<file path="src/rtl/instr_fetch_unit.sv">
// Instruction fetch unit: owns the PC, fetches one word at a time over a req/ack
// port and hands it to decode. Branch/jump redirects are resolved at acceptance.
module instr_fetch_unit #(
  parameter logic [31:0] RESET_PC    = 32'h0000_0000,
  parameter int          ACK_TIMEOUT = 15
) (
  input  logic        clk,
  input  logic        rst_n,
  output logic [31:0] imem_addr,
  output logic        imem_req,
  input  logic        imem_ack,
  input  logic [31:0] imem_rdata,
  output logic        instr_valid,
  input  logic        instr_ready,
  output logic [31:0] instr,
  output logic [5:0]  OP,
  output logic [5:0]  Funct,
  output logic [31:0] pc_out,
  output logic [31:0] pc_plus4,
  input  logic        Branch,
  input  logic        Zero,
  input  logic        Jump,
  output logic        fetch_err
);

  localparam int CW = (ACK_TIMEOUT > 1) ? $clog2(ACK_TIMEOUT) : 1;
  localparam logic [CW-1:0] CNT_LAST = CW'(ACK_TIMEOUT - 1);

  typedef enum logic [1:0] {
    IDLE  = 2'd0,
    FETCH = 2'd1,
    HOLD  = 2'd2,
    ERR   = 2'd3
  } state_t;

  state_t        state;
  logic [31:0]   pc;
  logic [31:0]   instr_q;
  logic [CW-1:0] cnt;
  logic          req_q;
  logic          valid_q;
  logic          err_q;

  logic [31:0]   branch_off;
  logic [31:0]   jump_target;
  logic [31:0]   next_pc;

  assign pc_plus4    = pc + 32'd4;
  assign branch_off  = {{14{instr_q[15]}}, instr_q[15:0], 2'b00};
  assign jump_target = {pc_plus4[31:28], instr_q[25:0], 2'b00};

  // Jump outranks a taken branch when the control unit asserts both.
  always_comb begin
    next_pc = pc_plus4;
    if (Jump)
      next_pc = jump_target;
    else if (Branch && Zero)
      next_pc = pc_plus4 + branch_off;
  end

  // Decode handshake: a word transfers on any cycle where instr_valid and
  // instr_ready are both high; instr_valid never drops without that transfer
  // (except under reset) and instr/pc stay frozen while it is high.
  always_ff @(posedge clk) begin
    if (!rst_n) begin
      state   <= IDLE;
      pc      <= RESET_PC;
      instr_q <= 32'd0;
      cnt     <= '0;
      req_q   <= 1'b0;
      valid_q <= 1'b0;
      err_q   <= 1'b0;
    end else begin
      case (state)
        IDLE: begin
          state <= FETCH;
          req_q <= 1'b1;
        end
        FETCH: begin
          // An ack in the last allowed cycle still counts as a good fetch.
          if (imem_ack) begin
            instr_q <= imem_rdata;
            cnt     <= '0;
            state   <= HOLD;
            req_q   <= 1'b0;
            valid_q <= 1'b1;
          end else if (cnt == CNT_LAST) begin
            state <= ERR;
            req_q <= 1'b0;
            err_q <= 1'b1;
          end else begin
            cnt <= cnt + 1'b1;
          end
        end
        HOLD: begin
          if (instr_ready) begin
            pc      <= next_pc;
            state   <= FETCH;
            valid_q <= 1'b0;
            req_q   <= 1'b1;
          end
        end
        default: begin
          state <= ERR;
        end
      endcase
    end
  end

  assign imem_addr   = pc;
  assign imem_req    = req_q;
  assign instr_valid = valid_q;
  assign fetch_err   = err_q;
  assign instr       = instr_q;
  assign OP          = instr_q[31:26];
  assign Funct       = instr_q[5:0];
  assign pc_out      = pc;

endmodule

</file>
<file path="config.mk">
export PLATFORM = sky130hd
export DESIGN_NAME = instr_fetch_unit
export DESIGN_NICKNAME = d
export VERILOG_FILES = /design/src/rtl/instr_fetch_unit.sv
export SDC_FILE = /design/constraint.sdc
export NUM_CORES = 1
export LEC_CHECK = 0
export CAP_MARGIN = 20
export CORE_MARGIN = 3
export CORE_UTILIZATION = 35
export CTS_CLUSTER_DIAMETER = 40
export CTS_CLUSTER_SIZE = 16
export DETAILED_ROUTE_END_ITERATION = 10
export PLACE_DENSITY = 0.64
export SLEW_MARGIN = 25
export SYNTH_ARGS = -nofsm -noshare
export SYNTH_HDL_FRONTEND = slang
export SYNTH_SLANG_ARGS = --single-unit
</file>
<file path="constraint.sdc">
create_clock -name clk -period 9.7 [get_ports clk]
set_input_delay 1.94 -clock clk [delete_from_list [all_inputs] [get_ports clk]]
set_output_delay 1.94 -clock clk [all_outputs]
set_load 0.005 [all_outputs]
</file>
== Yosys cells after proc, flatten, opt, wreduce, memory -nomap -nowiden ==
Index checks and enable logic that the tools add are counted.

* Bits in registers: 73
* Bits in latches: 0
* RAM bits: 0
* Memory bits (read-only): 0
* Input bits: 39
* Output and inout port bits: 143
* Word-level logic and storage cells: 44
* Memories kept: 0

* Add/subtract/negate cells: 3
* $mul: 0
* Div/mod/pow operators: 0
* Magnitude comparators: 0
* Equal/unequal tests: 7
* Shift operators: 0
* Mux-type cells: 15
* Bitwise operators: 1
* Reduce and logical (&&, ||, !) cells: 11

{| class="wikitable"
|+ Operators with widths
! operator !! count
|-
| two-way mux 32 bit || 2
|-
| adder 32 x 3 -> 32 bit, second input constant || 1
|-
| adder 32 bit || 1
|-
| AND reduction 3 bit || 3
|-
| two-way mux 4 bit || 2
|-
| AND reduction 2 bit || 4
|-
| two-way mux 2 bit || 3
|-
| inequality test 2 bit, second input constant || 3
|-
| case mux 2 bit (3 select lines) || 1
|-
| two-way mux 1 bit || 5
|-
| adder 4 x 1 -> 4 bit, second input constant || 1
|-
| equality test 4 bit, second input constant || 1
|-
| inequality test 3 bit, second input constant || 1
|-
| case mux 1 bit (3 select lines) || 1
|-
| nonzero test 3 bit || 1
|-
| equality test 2 x 1 -> 1 bit, second input constant || 1
|-
| equality test 2 bit, second input constant || 1
|-
| zero test 2 bit || 1
|-
| case mux 1 bit (2 select lines) || 1
|-
| nonzero test 2 bit || 1
|-
| logical AND 1 bit || 1
|-
| inverter 1 bit || 1
|}

== Logic depth before layout (Yosys ltp) ==
Gate-level depths: netlist (run 1).

* Word-level depth: 4
* Mapped depth: 16
* Gate-level depth less buffers: 16

== Least setup slack after synthesis (run 1) ==
No wires, ideal clock.

* Kind: reg2out
* From: register pc[2] (netlist: imem_addr[2])
* To: output port pc_plus4[30]
* Data arrival time: 2082 ps
* Required time: 7760 ps
* Path slack: 5678 ps
* Cell stages (with the launch flop): 8
* Buffers on the path: 0
* Path through: dfxtp_1 -> ha_1 -> nand4_1 -> nor3_1 -> nand2_1 -> nor3_1 -> and3_1 -> xor2_1

* Longest elaborated chain between the ends: 1

{| class="wikitable"
|+ RTL lines
! what !! RTL line !! source
|-
| from (decl) || 37 || <nowiki>logic [31:0] pc;</nowiki>
|-
| from (signal assigned) || 97 || <nowiki>pc <= next_pc;</nowiki>
|-
| adder 32 x 3 -> 32 bit || 48 || <nowiki>assign pc_plus4 = pc + 32'd4;</nowiki>
|-
| to (decl) || 19 || <nowiki>output logic [31:0] pc_plus4,</nowiki>
|}

No other way between the ends.

== Final worst setup path (run 1) ==
Same ends and word-level chain as after synthesis.

==> results list, run 1 <==
- After legalization and detailed placement, the total HPWL measured 14.3 mm.
- The net count of the finished layout is 967.
- Dominant combinational cell family by area after synthesis: simple AND/OR/NAND/NOR gates
- Transition time of the tightest slew-check pin: 0.903 ns
- Of the total synthesized cell area, the portion taken by full adders, half adders and majority gates is 8.56%.
- Internal power comes to 630 uW.
- Placeable core region: 0.0161 mm2
- Type of the worst setup path: flip-flop to output pin
- In the final routed layout, each cell accounts on average for 17.0 um.
- Summing over every cut layer, the via total after detailed routing is 5812.
- Input and output buffers added on the ports amount to 175.
- The repair_antennas step left the layout with diodes totalling 0.
* Type of element capturing the critical path: output pin
* Net Switching: 217 uW
- Count of yosys warnings during synthesis: 0
- Max-cap violations in this run came to 0.
* Overflow after GRT: 0
* Final Cycle Share: 55.1%
- In this design, the stage delay of the slowest critical-path cell is 0.55 ns.
- Combinational logic burns 16.0% of the power.
- Across all setup checks in the final design, the least slack found is 4.35 ns.
- Clock tree root driver cell: sky130_fd_sc_hd__clkbuf_16
- Clock tree synthesis inserted a total of 9 buffers.
- The cell area that synthesis handed to floorplanning was 0.00579 mm2.
- Clock-pin slew was measured on the worst setup and hold paths at 0.06 ns.
- Number of top-level pins: 182
- The later pin in the worst-skew pair is clocked with a latency of 0.33 ns.
- After detailed routing, the number of remaining DRC violations is 0.
- Of all cell types, the one taking the most synthesized area is sky130_fd_sc_hd__dfxtp_1.
- The critical path goes through ha_1, nand4_1, nor3_1, nand2_1, nor3_1, and3_1, xor2_1, clkdlybuf4s50_1.
- Maximum number of pins on one net before global-route repair: 76
- Final setup violation count: 0
- In the routed layout, each cell is associated on average with a via count of 5.24.
* Post-cts repair resize count: 0
* Cell variety after synth: 60
- From synthesis to final layout, the design area changed by 33.7%.
* Die width: 135 um
* Pre-CTS setup slack: 4.73 ns
* Areal power density over the cells: 109 mW/mm2
* Fraction of the mapped netlist area in simple logic gates: 25.1%
* Die outline height: 135 um
- Mux contribution to synthesized area: 0.346%
* Relative max-transition margin: 39.6%
- CTS saw 71 sinks.
- STA puts the critical path data arrival time at 3.41 ns.
* CTS tree: built
* Number of fillers in the final layout: 1576
* Cell with the largest stage delay on the worst path: sky130_fd_sc_hd__clkdlybuf4s50_1
* Starting utilization of the core area: 36.0%
* Leakage power total: 3.07 nW
- Total Die Area: 0.0181 mm2
* H-tree depth: 3
- Critical path startpoint category: flip-flop
* F_max: 187 MHz
- Layout Skew: 0.00874 ns
- Largest cells by area after synthesis: sky130_fd_sc_hd__dfxtp_1 25%, sky130_fd_sc_hd__nand2_1 8.3%, sky130_fd_sc_hd__ha_1 8.2%
* Most frequently used flop master after synthesis: sky130_fd_sc_hd__dfxtp_1
- Once the clock tree was built, the setup fixing pass inserted 0 buffers.
- Xor-xnor portion of the synthesized cell area: 7.57%
* Avg Inst Size Synth: 7.47 um2
* Pre-antenna DRT Iters: 4
- # rows: 46
- Counting every instance in the synthesized netlist gives 775.
- Unrepaired setup endpoints after global routing: no
* Longest Clk Path Bufs: 2
- Number of global-route vias before repair: 5247
* Fraction of final layout cells with drive strength greater than 1: 4.03%
- Subtracting the final worst setup slack from the clock period gives 5.35 ns.
- The first global-routing pass estimated 29.6 mm of wire.
* Fin. Hold Viols: 0
- Data on the critical path is required at its endpoint by 7.76 ns.
* Routability-driven placement congestion ratio: 0.874
- Portion of the post-synthesis area used by sequential elements: 24.6%
- In this run, the clock network consumes 46.6% of the power.
- The commonest cells after synthesis are 128 x sky130_fd_sc_hd__nand2_1, 71 x sky130_fd_sc_hd__dfxtp_1, 48 x sky130_fd_sc_hd__buf_4, 46 x sky130_fd_sc_hd__a21oi_1, 46 x sky130_fd_sc_hd__nor2_1.
- At the end of the flow the core is filled with cells to 48.2%.
* Number of flops mapped to enable cells by yosys: 0
- Sequential Power Share: 37.5%
- In this run the worst path has a maximum fanout of 9.
- Flop and latch count out of synthesis: 71
- Worst Hold Class: flip-flop to flip-flop
* Number of hold-repair buffers added at the cts stage: 0
- Number of antenna violations at the first check in global routing: 0
- Status: finished clean
* Most used cell along the critical path: sky130_fd_sc_hd__nor3_1
- Async set or reset register ratio after synthesis: 0%
* Peak ir drop on the vdd network: 0.0000957 V
- Of the total power, the share spent switching nets is 25.6%.
* Accumulated negative setup slack: 0 ns
* Area fraction of the dominant cell type after synthesis: 24.6%
- For this block, the initial DRC count from the detailed router was 440.
- The most common cell in the synthesized netlist is sky130_fd_sc_hd__nand2_1.
- Summing the areas of all compound-gate instances in the mapped netlist gives 24.2% of the synthesized area.
* Count of pins over their slew limit: 0
* Global Route Usage Sum: 20.2%
* Number of nets with antenna violations after routing: 0
- For this block, the routed nets add up to 18.8 mm of wire.
sequential cells by signal (all words and copies together), names as in the netlist:
signal,cells
fetch_err,1
instr,32
cnt,4
state,2
imem_addr,30
imem_req,1
instr_valid,1
worst paths after layout:
| kind | endpoint | cells past startpoint | start | slack, ns |
|---|---|---|---|---|
| worst min register to register | cnt[3]$_SDFFE_PN0P_ | 1 | cnt[3]$_SDFFE_PN0P_ | 0.45 |
| worst min-delay path | cnt[3]$_SDFFE_PN0P_ | 1 | cnt[3]$_SDFFE_PN0P_ | 0.45 |
| worst max register to register | imem_addr[31]$_SDFFE_PN0P_ | 15 | imem_addr[2]$_SDFFE_PN0P_ | 5.21 |
| worst max-delay path | pc_plus4[30] | 8 | imem_addr[2]$_SDFFE_PN0P_ | 4.35 |
cells in the final DEF (no fill, tap or decap), types with 8 or more instances in the layout:
cell                              instances
sky130_fd_sc_hd__a211oi_1                10
sky130_fd_sc_hd__a21boi_0                35
sky130_fd_sc_hd__a21o_1                  24
sky130_fd_sc_hd__a21oi_1                 46
sky130_fd_sc_hd__and2_1                  13
sky130_fd_sc_hd__and3_1                  10
sky130_fd_sc_hd__buf_4                    8
sky130_fd_sc_hd__clkbuf_16                9
sky130_fd_sc_hd__clkdlybuf4s50_1        174
sky130_fd_sc_hd__dfxtp_1                 71
sky130_fd_sc_hd__ha_1                    38
sky130_fd_sc_hd__inv_1                   14
sky130_fd_sc_hd__nand2_1                128
sky130_fd_sc_hd__nand2b_1                12
sky130_fd_sc_hd__nand3_1                 36
sky130_fd_sc_hd__nand4_1                 13
sky130_fd_sc_hd__nor2_1                  46
sky130_fd_sc_hd__nor3_1                  12
sky130_fd_sc_hd__o211ai_1                 9
sky130_fd_sc_hd__o21ai_0                 43
sky130_fd_sc_hd__xnor2_1                 31
sky130_fd_sc_hd__xor2_1                  19
worst max-delay path: cells and delay by family, from the launching register on:
kind	cells	cell delay [ns]
buffers and inverters	1	0.55
flip-flops	1	0.47
adder cells (fa/ha/maj)	1	0.30
XOR/XNOR	1	0.22
AND/OR/NAND/NOR	5	1.55
power by group through the flow:
| stage | Combinational (mW) | Clock [mW] | Sequential, mW |
|---|---|---|---|
| 4_1_cts | 0.136 | 0.399 | 0.317 |
| 2_1_floorplan | 0.0737 | 0 | 0.320 |
| 6_report | 0.135 | 0.394 | 0.317 |
| 3_3_place_gp | 0.135 | 0 | 0.323 |
| 3_5_place_dp | 0.135 | 0 | 0.323 |
| 5_1_grt | 0.149 | 0.414 | 0.319 |
cell families after synthesis:
group	after synthesis
AO/OA/AOI/OAI	211
XOR/XNOR	50
adder cells (fa/ha/maj)	39
buffers and inverters	99
flip-flops	71
multiplexers	2
other	1
AND/OR/NAND/NOR	302
per-layer routing:
layer | track usage, % | up-vias | wire length (um)
li1 | - | 2911 | -
met1 | 30.3 | 2672 | 9090
met2 | 30.1 | 213 | 8090
met3 | 3.73 | 16 | 1390
met4 | 4.58 | 0 | 270
met5 | 0 | - | 0
cell type report:
| class | instances | area (um2) | share of cell area, % |
|---|---|---|---|
| well taps | 216 | 270 | 3.49 |
| inverters | 14 | 52.6 | 0.679 |
| clock inverters | 6 | 116 | 1.50 |
| multi-input cells | 610 | 3830 | 49.5 |
| clock buffers | 10 | 239 | 3.09 |
| repair buffers | 183 | 1810 | 23.4 |
| flip-flops and latches | 71 | 1420 | 18.4 |
per-stage QoR:
step	total power, mW	instance area [um2]	cells	hold slack (ns)
3_5_place_dp	0.458	7380	1094	0.447
2_1_floorplan	0.394	5800	780	0.423
6_report	0.846	7740	1110	0.452
4_1_cts	0.852	7740	1110	0.456
5_1_grt	0.882	7740	1110	0.501
3_3_place_gp	0.458	7380	1094	0.449
No activity file was read; power rests on OpenSTA's default activity.
==> inputs of run 2 (changes only) <==
Clock period 9.7 ns to 5.3 ns, I/O delays scaled along.
==> results list, run 2 (synthesis results as in run 1) <==
- Worst hold path startpoint: cnt[3]$_SDFFE_PN0P_
- Type of element capturing the critical path: output pin
- Clock period minus worst slack: 4.45 ns
* Cell area reported after detailed placement: 0.00739 mm2
* Fraction of final layout cells with drive strength greater than 1: 4.13%
* Number of non-filler instances in the completed layout: 1111
- Once the clock tree was built, the resizer swapped 0 gates to a different size.
- The via count of the first global-routing pass came to 5273.
- RR Startpoint: imem_addr[2]$_SDFFE_PN0P_
- In this run the remaining antenna-violating nets after routing total 0.
- Most common cell after layout, fill and taps aside: sky130_fd_sc_hd__clkdlybuf4s50_1
- Final Cycle Share: 84.0%
- Of all nets on the critical path, the largest fanout is 9.
- Die outline height: 135 um
- The cell that appears most often on the critical path is sky130_fd_sc_hd__nor3_1.
* Vias post-DR: 5766
- DP Cell Count: 1095
- Fin. Hold Viols: 0
- The register with the most flip-flops in the layout has 32 of them.
- Peak ir drop on the vdd network: 0.000136 V
- The repair_antennas step left the layout with diodes totalling 0.
* Data required time of the critical path: 4.24 ns
- In this run the number of H-tree levels came out at 3.
- The clock reaches the later pin of the worst-skew pair after 0.34 ns.
- Type of the worst setup path: flip-flop to output pin
- Global Route Usage Sum: 20.3%
* Total Die Area: 0.0181 mm2
- Detailed-route wire length per cell: 17.2 um
* Clock sink count: 71
- After floorplanning, the core was sized to cover 0.0161 mm2.
- Clock tree root driver cell: sky130_fd_sc_hd__clkbuf_16
- Number of hold-repair buffers added at the cts stage: 0
- Inserted Clock Buffers: 9
* Transition time of the tightest slew-check pin: 1.00 ns
- DRC marker count from the first detailed-route iteration: 428
- CTS tree: built
- Layout Skew: 0.0110 ns
* Unrepaired setup endpoints after global routing: no
* Cell with the largest stage delay on the worst path: sky130_fd_sc_hd__clkdlybuf4s50_1
* Worst Hold Class: flip-flop to flip-flop
* # DRC: 0
- For this design the static power due to leakage is 3.03 nW.
- Post-layout nets: 968
* Pre-CTS setup slack: 1.07 ns
- Number of max-capacitance violations reported: 0
- Starting utilization of the core area: 36.0%
* Areal power density over the cells: 184 mW/mm2
- Accumulated negative setup slack: 0 ns
* Wire length reported by the detailed router: 19.1 mm
- Detailed placement finished with a half-perimeter wire length of 14.5 mm.
* Number of top-level pins: 182
* Critical path startpoint category: flip-flop
- Input/output buffers: 175
- Relative max-transition margin: 33.1%
* Overflow after GRT: 0
- Routability-driven placement congestion ratio: 0.904
* Count of buffers added by post-CTS timing repair for setup: 0
- List of cells traversed by the critical path: ha_1, nand4_1, nor3_1, nand2_1, nor3_1, and3_1, xor2_1, clkdlybuf4s50_1
- Area growth from synthesis to final layout: 32.6%
- The clock passes through at most 2 buffers.
* Post-route cell area: 0.00767 mm2
- Commonest cells after routing, fill and taps aside: 174 x sky130_fd_sc_hd__clkdlybuf4s50_1, 128 x sky130_fd_sc_hd__nand2_1, 71 x sky130_fd_sc_hd__dfxtp_1
- For this run, the slowest stage of the critical path takes 0.55 ns.
* Status: finished clean
- Entering global routing, the biggest net connects 57 pins.
* Number of antenna violations at the first check in global routing: 0
- Endpoint arrival time on the critical path: 3.39 ns
- In this run the worst setup path begins at imem_addr[2]$_SDFFE_PN0P_.
* Global-route wire length before repair: 29.5 mm
- The final count of pins violating max slew is 0.
- The first detailed-routing pass took 5 iterations.
- # rows: 46
- F_max: 225 MHz
* Final setup violation count: 0
* Least setup slack across all paths after layout: 0.847 ns
- Number of fillers in the final layout: 1623
- Clock transition at the register clock pins on the worst setup and hold paths after CTS: 0.06 ns
- Via/cell ratio: 5.19
- Die width: 135 um
==> run 2: cell count changes in the layout (fill, tap and decap cells not counted), sizes merged <==
cell	before	now
buf	9	10
clkinvlp	0	3
bufinv	3	0
==> run 2: final cells by class <==
cell class | count | area (um2) | share of cell area (%)
Sequential cell | 71 | 1420 | 18.5
Inverter | 14 | 52.6 | 0.685
Multi-Input combinational cell | 610 | 3830 | 49.9
Clock buffer | 10 | 239 | 3.11
Tap cell | 216 | 270 | 3.52
Timing Repair Buffer | 184 | 1810 | 23.6
Clock inverter | 6 | 45.0 | 0.587
==> run 2: through the flow <==
step	utilization, %	hold slack (ns)	power (mW)
CTS	47.8	0.463	1.42
detailed placement	46.0	0.451	0.840
finish	47.8	0.459	1.41
global placement	46.0	0.450	0.840
floorplan	-	0.423	0.721
global route	47.8	0.473	1.47
==> run 2: where the power goes <==
part | switching [mW] | total (mW) | internal, mW
Combinational | 0.124 | 0.248 | 0.124
Sequential | 0.0286 | 0.581 | 0.553
Clock | 0.250 | 0.582 | 0.331
Total | 0.403 | 1.41 | 1.01
==> run 2: worst max-delay path: cells and delay by family, from the launching register on <==
family                   cells  cell delay [ns]
flip-flops                   1             0.47
adder cells (fa/ha/maj)      1             0.29
XOR/XNOR                     1             0.21
buffers and inverters        1             0.55
AND/OR/NAND/NOR              5             1.54
==> run 2: worst paths after layout <==
kind | endpoint | slack, ns | depth (start not counted)
worst max-delay path | pc_plus4[30] | 0.85 | 8
worst min-delay path | cnt[3]$_SDFFE_PN0P_ | 0.46 | 1
worst max register to register | imem_addr[31]$_SDFFE_PN0P_ | 0.98 | 16
worst min register to register | cnt[3]$_SDFFE_PN0P_ | 0.46 | 1
==> run 2: routing by layer <==
metal	global-route usage, %	wire length [um]	part of all wire [%]
met5	0	0	0
met4	4.98	239	1.3
met1	30.2	9190	48
met2	30.3	8210	43
met3	3.95	1420	7.4
